**src/rtl/avalon_fast_serial_mm_bridge.sv**
```systemverilog
// rtl/avalon_fast_serial_mm_bridge.sv - serial byte-frame to Avalon-MM bridge for on-chip memory
//
// Purpose: decodes write (57 hi lo d0 d1 d2 d3) and read (52 hi lo) frames from a
// byte stream, issues one Avalon access per frame, and returns an ACK byte (write)
// or the 4 read bytes LSB first (read) over a valid/ready transmit port.
//
// Ports:
//   clk, reset                   clock, asynchronous active-high reset
//   rx_data, rx_valid            received byte and its one-cycle strobe
//   tx_data, tx_valid, tx_ready  response byte handshake
//   address, byteenable, chipselect, write, clken, debugaccess, writedata, readdata
//                                Avalon-MM master toward the memory (1-cycle read latency)
//   busy                         high whenever a frame is in progress
//   err                          one-cycle pulse on bad command, timeout or overrun
module avalon_fast_serial_mm_bridge #(
  parameter int unsigned TIMEOUT_CYCLES = 1000000,
  parameter logic [7:0]  ACK_BYTE       = 8'h4B
) (
  input  logic        clk,
  input  logic        reset,
  input  logic [7:0]  rx_data,
  input  logic        rx_valid,
  output logic [7:0]  tx_data,
  output logic        tx_valid,
  input  logic        tx_ready,
  output logic [9:0]  address,
  output logic [3:0]  byteenable,
  output logic        chipselect,
  output logic        write,
  output logic        clken,
  output logic        debugaccess,
  output logic [31:0] writedata,
  input  logic [31:0] readdata,
  output logic        busy,
  output logic        err
);

  localparam int TW = $clog2(TIMEOUT_CYCLES + 1);
  localparam logic [TW-1:0] TMO_LAST = TW'(TIMEOUT_CYCLES - 1);

  typedef enum logic [2:0] {
    S_IDLE, S_ADDR_HI, S_ADDR_LO, S_DATA, S_WR, S_RD, S_RD_CAP, S_TX
  } state_t;

  state_t        state_q, state_d;
  logic          is_wr_q, is_wr_d;
  logic [9:0]    addr_q, addr_d;
  logic [31:0]   wdata_q, wdata_d;
  logic [31:0]   shreg_q, shreg_d;
  logic [1:0]    byte_cnt_q, byte_cnt_d;
  logic [1:0]    tx_left_q, tx_left_d;
  logic [TW-1:0] tmo_q, tmo_d;
  logic          err_q, err_d;

  always_ff @(posedge clk or posedge reset) begin
    if (reset) begin
      state_q    <= S_IDLE;
      is_wr_q    <= 1'b0;
      addr_q     <= '0;
      wdata_q    <= '0;
      shreg_q    <= '0;
      byte_cnt_q <= '0;
      tx_left_q  <= '0;
      tmo_q      <= '0;
      err_q      <= 1'b0;
    end else begin
      state_q    <= state_d;
      is_wr_q    <= is_wr_d;
      addr_q     <= addr_d;
      wdata_q    <= wdata_d;
      shreg_q    <= shreg_d;
      byte_cnt_q <= byte_cnt_d;
      tx_left_q  <= tx_left_d;
      tmo_q      <= tmo_d;
      err_q      <= err_d;
    end
  end

  always_comb begin
    state_d    = state_q;
    is_wr_d    = is_wr_q;
    addr_d     = addr_q;
    wdata_d    = wdata_q;
    shreg_d    = shreg_q;
    byte_cnt_d = byte_cnt_q;
    tx_left_d  = tx_left_q;
    tmo_d      = '0;
    err_d      = 1'b0;

    case (state_q)
      S_IDLE: begin
        if (rx_valid) begin
          if (rx_data == 8'h57) begin
            is_wr_d = 1'b1;
            state_d = S_ADDR_HI;
          end else if (rx_data == 8'h52) begin
            is_wr_d = 1'b0;
            state_d = S_ADDR_HI;
          end else begin
            err_d = 1'b1;
          end
        end
      end
      S_ADDR_HI: begin
        if (rx_valid) begin
          addr_d[9:8] = rx_data[1:0];
          state_d     = S_ADDR_LO;
        end
      end
      S_ADDR_LO: begin
        if (rx_valid) begin
          addr_d[7:0] = rx_data;
          byte_cnt_d  = '0;
          state_d     = is_wr_q ? S_DATA : S_RD;
        end
      end
      S_DATA: begin
        if (rx_valid) begin
          // Bytes arrive LSB first, so shift in from the top.
          wdata_d    = {rx_data, wdata_q[31:8]};
          byte_cnt_d = byte_cnt_q + 2'd1;
          if (byte_cnt_q == 2'd3) state_d = S_WR;
        end
      end
      S_WR: begin
        shreg_d   = {24'h0, ACK_BYTE};
        tx_left_d = 2'd0;
        state_d   = S_TX;
      end
      S_RD: state_d = S_RD_CAP;
      S_RD_CAP: begin
        // Memory has fixed one-cycle latency: readdata is valid now.
        shreg_d   = readdata;
        tx_left_d = 2'd3;
        state_d   = S_TX;
      end
      S_TX: begin
        if (tx_ready) begin
          shreg_d = {8'h00, shreg_q[31:8]};
          if (tx_left_q == 2'd0) state_d = S_IDLE;
          else tx_left_d = tx_left_q - 2'd1;
        end
      end
      default: state_d = S_IDLE;
    endcase

    // Bytes arriving while the bridge is busy with the memory or the reply are lost.
    if (rx_valid && (state_q == S_WR || state_q == S_RD ||
                     state_q == S_RD_CAP || state_q == S_TX)) begin
      err_d = 1'b1;
    end

    // Inter-byte timeout; an arriving byte takes priority over expiry.
    if (state_q == S_ADDR_HI || state_q == S_ADDR_LO || state_q == S_DATA) begin
      if (rx_valid) begin
        tmo_d = '0;
      end else if (tmo_q == TMO_LAST) begin
        tmo_d      = '0;
        byte_cnt_d = '0;
        err_d      = 1'b1;
        state_d    = S_IDLE;
      end else begin
        tmo_d = tmo_q + TW'(1);
      end
    end
  end

  assign chipselect  = (state_q == S_WR) || (state_q == S_RD);
  assign write       = (state_q == S_WR);
  assign tx_valid    = (state_q == S_TX);
  assign tx_data     = shreg_q[7:0];
  assign busy        = (state_q != S_IDLE);
  assign err         = err_q;
  assign address     = addr_q;
  assign writedata   = wdata_q;
  assign byteenable  = 4'hF;
  assign clken       = 1'b1;
  assign debugaccess = 1'b1;

endmodule

```
**config.mk**
```make
export PLATFORM = sky130hd
export DESIGN_NAME = avalon_fast_serial_mm_bridge
export DESIGN_NICKNAME = d
export VERILOG_FILES = /design/src/rtl/avalon_fast_serial_mm_bridge.sv
export SDC_FILE = /design/constraint.sdc
export NUM_CORES = 1
export LEC_CHECK = 0
export CORE_MARGIN = 10
export CORE_UTILIZATION = 45
export DETAILED_ROUTE_END_ITERATION = 6
export GPL_ROUTABILITY_DRIVEN = 0
export MAX_ROUTING_LAYER = met4
export PLACE_DENSITY = 0.73
export SLEW_MARGIN = 15
export SYNTH_ARGS = -nofsm -noshare
export SYNTH_HDL_FRONTEND = slang
export SYNTH_SLANG_ARGS = --single-unit
```
**constraint.sdc**
```tcl
create_clock -name clk -period 6.1 [get_ports clk]
set_input_delay 0.915 -clock clk [delete_from_list [all_inputs] [get_ports clk]]
set_output_delay 0.915 -clock clk [all_outputs]
set_load 0.01 [all_outputs]
```
# Word level (Yosys, flattened, before mapping)
# Cells that the tools add are included.
# totals
input_bits	44
ff_bits	103
out_inout_bits	61
elab_cells	82
# op_classes
n_mux	38
reduce_logical	18
n_eq_ne	13
addsub	3
# op_table
operator	count
32-bit one-hot mux with 3 select lines	1
20-bit 2-to-1 mux	3
3-bit 2-to-1 mux	13
32-bit 2-to-1 mux	1
3-bit one-hot mux with 7 select lines	1
20-bit by 1-bit adder with 20-bit output (second input constant)	1
20-bit == test (second input constant)	1
8-bit by 7-bit == test with 1-bit output (second input constant)	2
2-bit 2-to-1 mux	7
3-bit == test (second input constant)	4
1-bit 2-to-1 mux	10
2-bit AND reduction	4
3-bit by 2-bit == test with 1-bit output (second input constant)	2
2-bit one-hot mux with 3 select lines	1
3-bit AND reduction	2
3-bit nonzero test	2
1-bit logical OR	5
2-bit one-hot mux with 2 select lines	1
3-bit by 1-bit == test with 1-bit output (second input constant)	1
3-bit logical NOT	1
2-bit by 1-bit adder with 2-bit output (second input constant)	1
2-bit == test (second input constant)	1
2-bit logical NOT	1
2-bit by 1-bit inequality test with 1-bit output (second input constant)	1
other kinds (5)	5

# Depth between registers and ports, before layout
# depth
depth_word	9
mapped_depth	7
depth_no_buf	6

# Least setup slack after synthesis
# Ideal clock, no wire load.
# synth_timing
kind	input to register
startpoint	in rx_valid
endpoint	reg wdata_q[19] (netlist: writedata[19])
required_time_ns	5.975
path_stages	5
slack_ns	3.938
n_path_buf	2
setup_time_ns	0.125
t_arrival_ns	2.037
cell_sequence	nand3b_1 > or2_2 > clkbuf_1 > buf_1 > mux2_2
# synth_via
elab_chain_cells	1
# synth_rtl
item	line	rtl
start: declaration	22	input logic rx_valid,
2-bit AND reduction (no source line)	-	
end signal: assignment	70	wdata_q <= wdata_d;
end: declaration	48	logic [31:0] wdata_q, wdata_d;
# Every way passes these cells.
# A chain may end at the register's enable or synchronous reset.

# Worst setup path in the final report
# layout_timing
startpoint	reg state_q[0]
endpoint	out tx_valid
# layout_via
elab_chain_cells	1
# layout_rtl
item	line	rtl
start: declaration	45	state_t state_q, state_d;
start signal: assignment	67	state_q <= state_d;
3-bit == test	170	assign tx_valid = (state_q == S_TX);
end: declaration	24	output logic tx_valid,
# Every way passes these cells.

==> results.cfg <==
[clock_network]
cts-resized-gates = 0
clock_path_buffers = 2
clkTransAtPathRegs_ns = 0.11
cts_setup_buffers = 0
cts_tree = built
h-tree-depth = 3
cts_hold_buf = 0
clkSinkCount = 103
clk_latency_ns = 0.37
root_buffer = clkbuf_8
numCtsBuffers = 9

[power]
p_sw_mw = 0.9580
seqPwrFrac_pct = 43.0
p_leak_nw = 2.530
power_density_mw_per_mm2 = 451.4
total_power_mw = 2.672
intPower_mw = 1.714
power_frac_comb_pct = 41.7
peakVddDrop_v = 0.0002058
swShare_pct = 35.85
pwr-share-clk_pct = 15.3

[logic_synthesis]
synth_edf_count = 0
synth-seq-cells = 103
synth_cell_type_count = 43
netlist_instances = 416
async_flop_share_pct = 100.0
yosys_most_used_dff = dfrtp_1
netlist_area_mm2 = 0.004721
synth_warnings = 0
yosysSeqAreaShare_pct = 54.60
avgSynthCellArea_um2 = 11.35

[min_path]
hold_class = register to register
min_to = shreg_q[14]
hold_depth = 2
hp-start = shreg_q[14]

[final_layout]
n_fill_cell = 869
nets = 546
layout-drive-gt1-share_pct = 14.31
final_common_cell = dfrtp_1
syn2layout_area_growth_pct = 25.39
antenna_cells = 0
final_cell_mix = dfrtp_1, clkdlybuf4s50_1, mux2_2, nor2_1, nand2_1

[run_status]
status = finished clean

[setup_path]
cp-end-kind = output port
startpoint_type = register
timing.rr.start = state_q[0]
critical_path_required_ns = 5.18
crit_fanout = 45
r2r_slack_ns = 3.60
cp.arrival_ns = 2.40
worstRegToRegCells = 4
critPathKind = register to output port
r2r-end = byte_cnt_q[0]

[run]
maxCapViolCount = 0

[global_routing]
grt_usage_pct = 14.88
grt_pass1_wl_um = 17470
grt_pass1_vias = 3397
gr-total-overflow = 0
grt_antenna_before_repair = 0
grt_start_max_net_pins = 61

[drt]
dr_wl_met2_um = 5327
drc_errors = 0
route.met3.wl_um = 413
routedWlPerCell_um = 16.72
m1WireLength_um = 4821
vias = 3389
first_pass_iters = 4
routed_wirelength_um = 10680
drtIter0Drc = 196
ant_nets = 0
viasPerCell = 5.304
highest_layer = met4

[timing]
clock_skew_ns = 0.01388
slew_viol_final = 0
finalSetupTns_ns = 0
final_hold_viol_count = 0
max_slew_margin_pct = 37.41
tightest_slew_ns = 0.9389
rsz0062_at_grt = no
setup_viol = 0
fmax_mhz = 301.8
period_minus_slack_ns = 3.313
final.period_utilization_pct = 54.31

[die]
io_pins = 105
die_y_um = 122.4
chipWidth_um = 122.4
row_count = 37
core_area_mm2 = 0.01028
start_util_pct = 45.93
dieArea_mm2 = 0.01499

[place]
io_buffers = 98
dpl.hpwl_um = 7933
worst max-delay path by stage:
stage | from | to | slack (ns) | cells past startpoint
finish | state_q[0] | tx_valid | 2.79 | 3
global route | state_q[1] | tx_valid | 2.58 | 3
CTS | state_q[0] | tx_valid | 2.78 | 3
detailed placement | state_q[0] | tx_valid | 3.19 | 3
global placement | state_q[0] | tx_valid | 3.18 | 3
floorplan | reset | address[0] | 2.48 | 1
critical path, cell delays in order (launching register included):
cell,delay [ns]
dfrtp_2,0.98
inv_1,0.27
nor2_1,0.18
clkdlybuf4s50_1,0.59
per-stage QoR:
| stage | hold slack, ns | area (um^2) | std cells | setup WS (ns) | util [%] |
|---|---|---|---|---|---|
| final | 0.4841 | 5919 | 639 | 2.787 | 57.60 |
| after global routing | 0.5167 | 5919 | 639 | 2.578 | 57.60 |
| after CTS | 0.4848 | 5919 | 639 | 2.776 | 57.60 |
| after detailed placement | 0.4624 | 5732 | 623 | 3.188 | 55.77 |
| after global placement | 0.4592 | 5732 | 623 | 3.183 | 55.77 |
| after floorplan | 0.4396 | 4740 | 421 | 2.481 | - |
layout make-up:
| type | count | area, um^2 | share of cell area (%) |
|---|---|---|---|
| inverters | 10 | 40.04 | 0.6764 |
| repair buffers | 101 | 1003 | 16.95 |
| well taps | 136 | 170.2 | 2.875 |
| clock buffers | 10 | 137.6 | 2.325 |
| multi-input cells | 273 | 1939 | 32.76 |
| flip-flops and latches | 103 | 2579 | 43.56 |
| clock inverters | 6 | 50.05 | 0.8455 |
cell usage after synthesis, drive strengths merged (2+ instances only):
library cell	n	area share [%]
inv	10	0.80
nand4bb	2	0.48
ha	4	1.1
mux2	43	10
or4	2	0.40
nor4	6	0.80
nand2b	4	0.53
a21oi	13	1.4
nand3b	3	0.48
a22o	8	1.5
nand4	9	1.5
xnor2	8	1.5
nand2	31	2.5
o21ai	10	1.1
buf	22	2.9
o22ai	3	0.40
xor2	8	1.5
or3	6	0.90
clkbuf	13	1.0
nand3	11	1.2
mux2i	20	4.2
nor2	35	2.8
o31ai	22	3.5
nor3	6	0.64
a31oi	3	0.40
dfrtp	103	55
registers in the layout (all words and copies together), names as in the netlist:
register	count
err	1
tmo_q	20
is_wr_q	1
state_q	3
byte_cnt_q	2
tx_left_q	2
address	10
shreg_q	32
writedata	32
kinds of logic (layout without fill, tap and decap cells):
family                   count (synthesis)  after routing  synth area share [%]
AND/OR/NAND/NOR                        119            119                 12.80
flip-flops                             103            103                 54.60
AO/OA/AOI/OAI                           65             65                 9.277
multiplexers                            63             63                 14.50
buffers and inverters                   45            127                 4.718
XOR/XNOR                                16             16                 2.969
adder cells (fa/ha/maj)                  4              4                 1.060
other                                    1              6               0.07944
power by group through the flow:
stage	Combinational (mW)	Clock (mW)	Sequential [mW]
2_1_floorplan	0.656	0	1.13
3_3_place_gp	1.10	0	1.15
3_5_place_dp	1.13	0	1.17
4_1_cts	1.14	0.421	1.15
5_1_grt	1.21	0.448	1.19
6_report	1.12	0.408	1.15
per-layer routing:
layer / vias up / global-route usage [%]
met3: 11 / 2.938
met4: 0 / 4.566
li1: 1619 / -
met2: 74 / 23.22
met5: - / -
met1: 1685 / 19.19
Power figures use the tool's default switching activity.
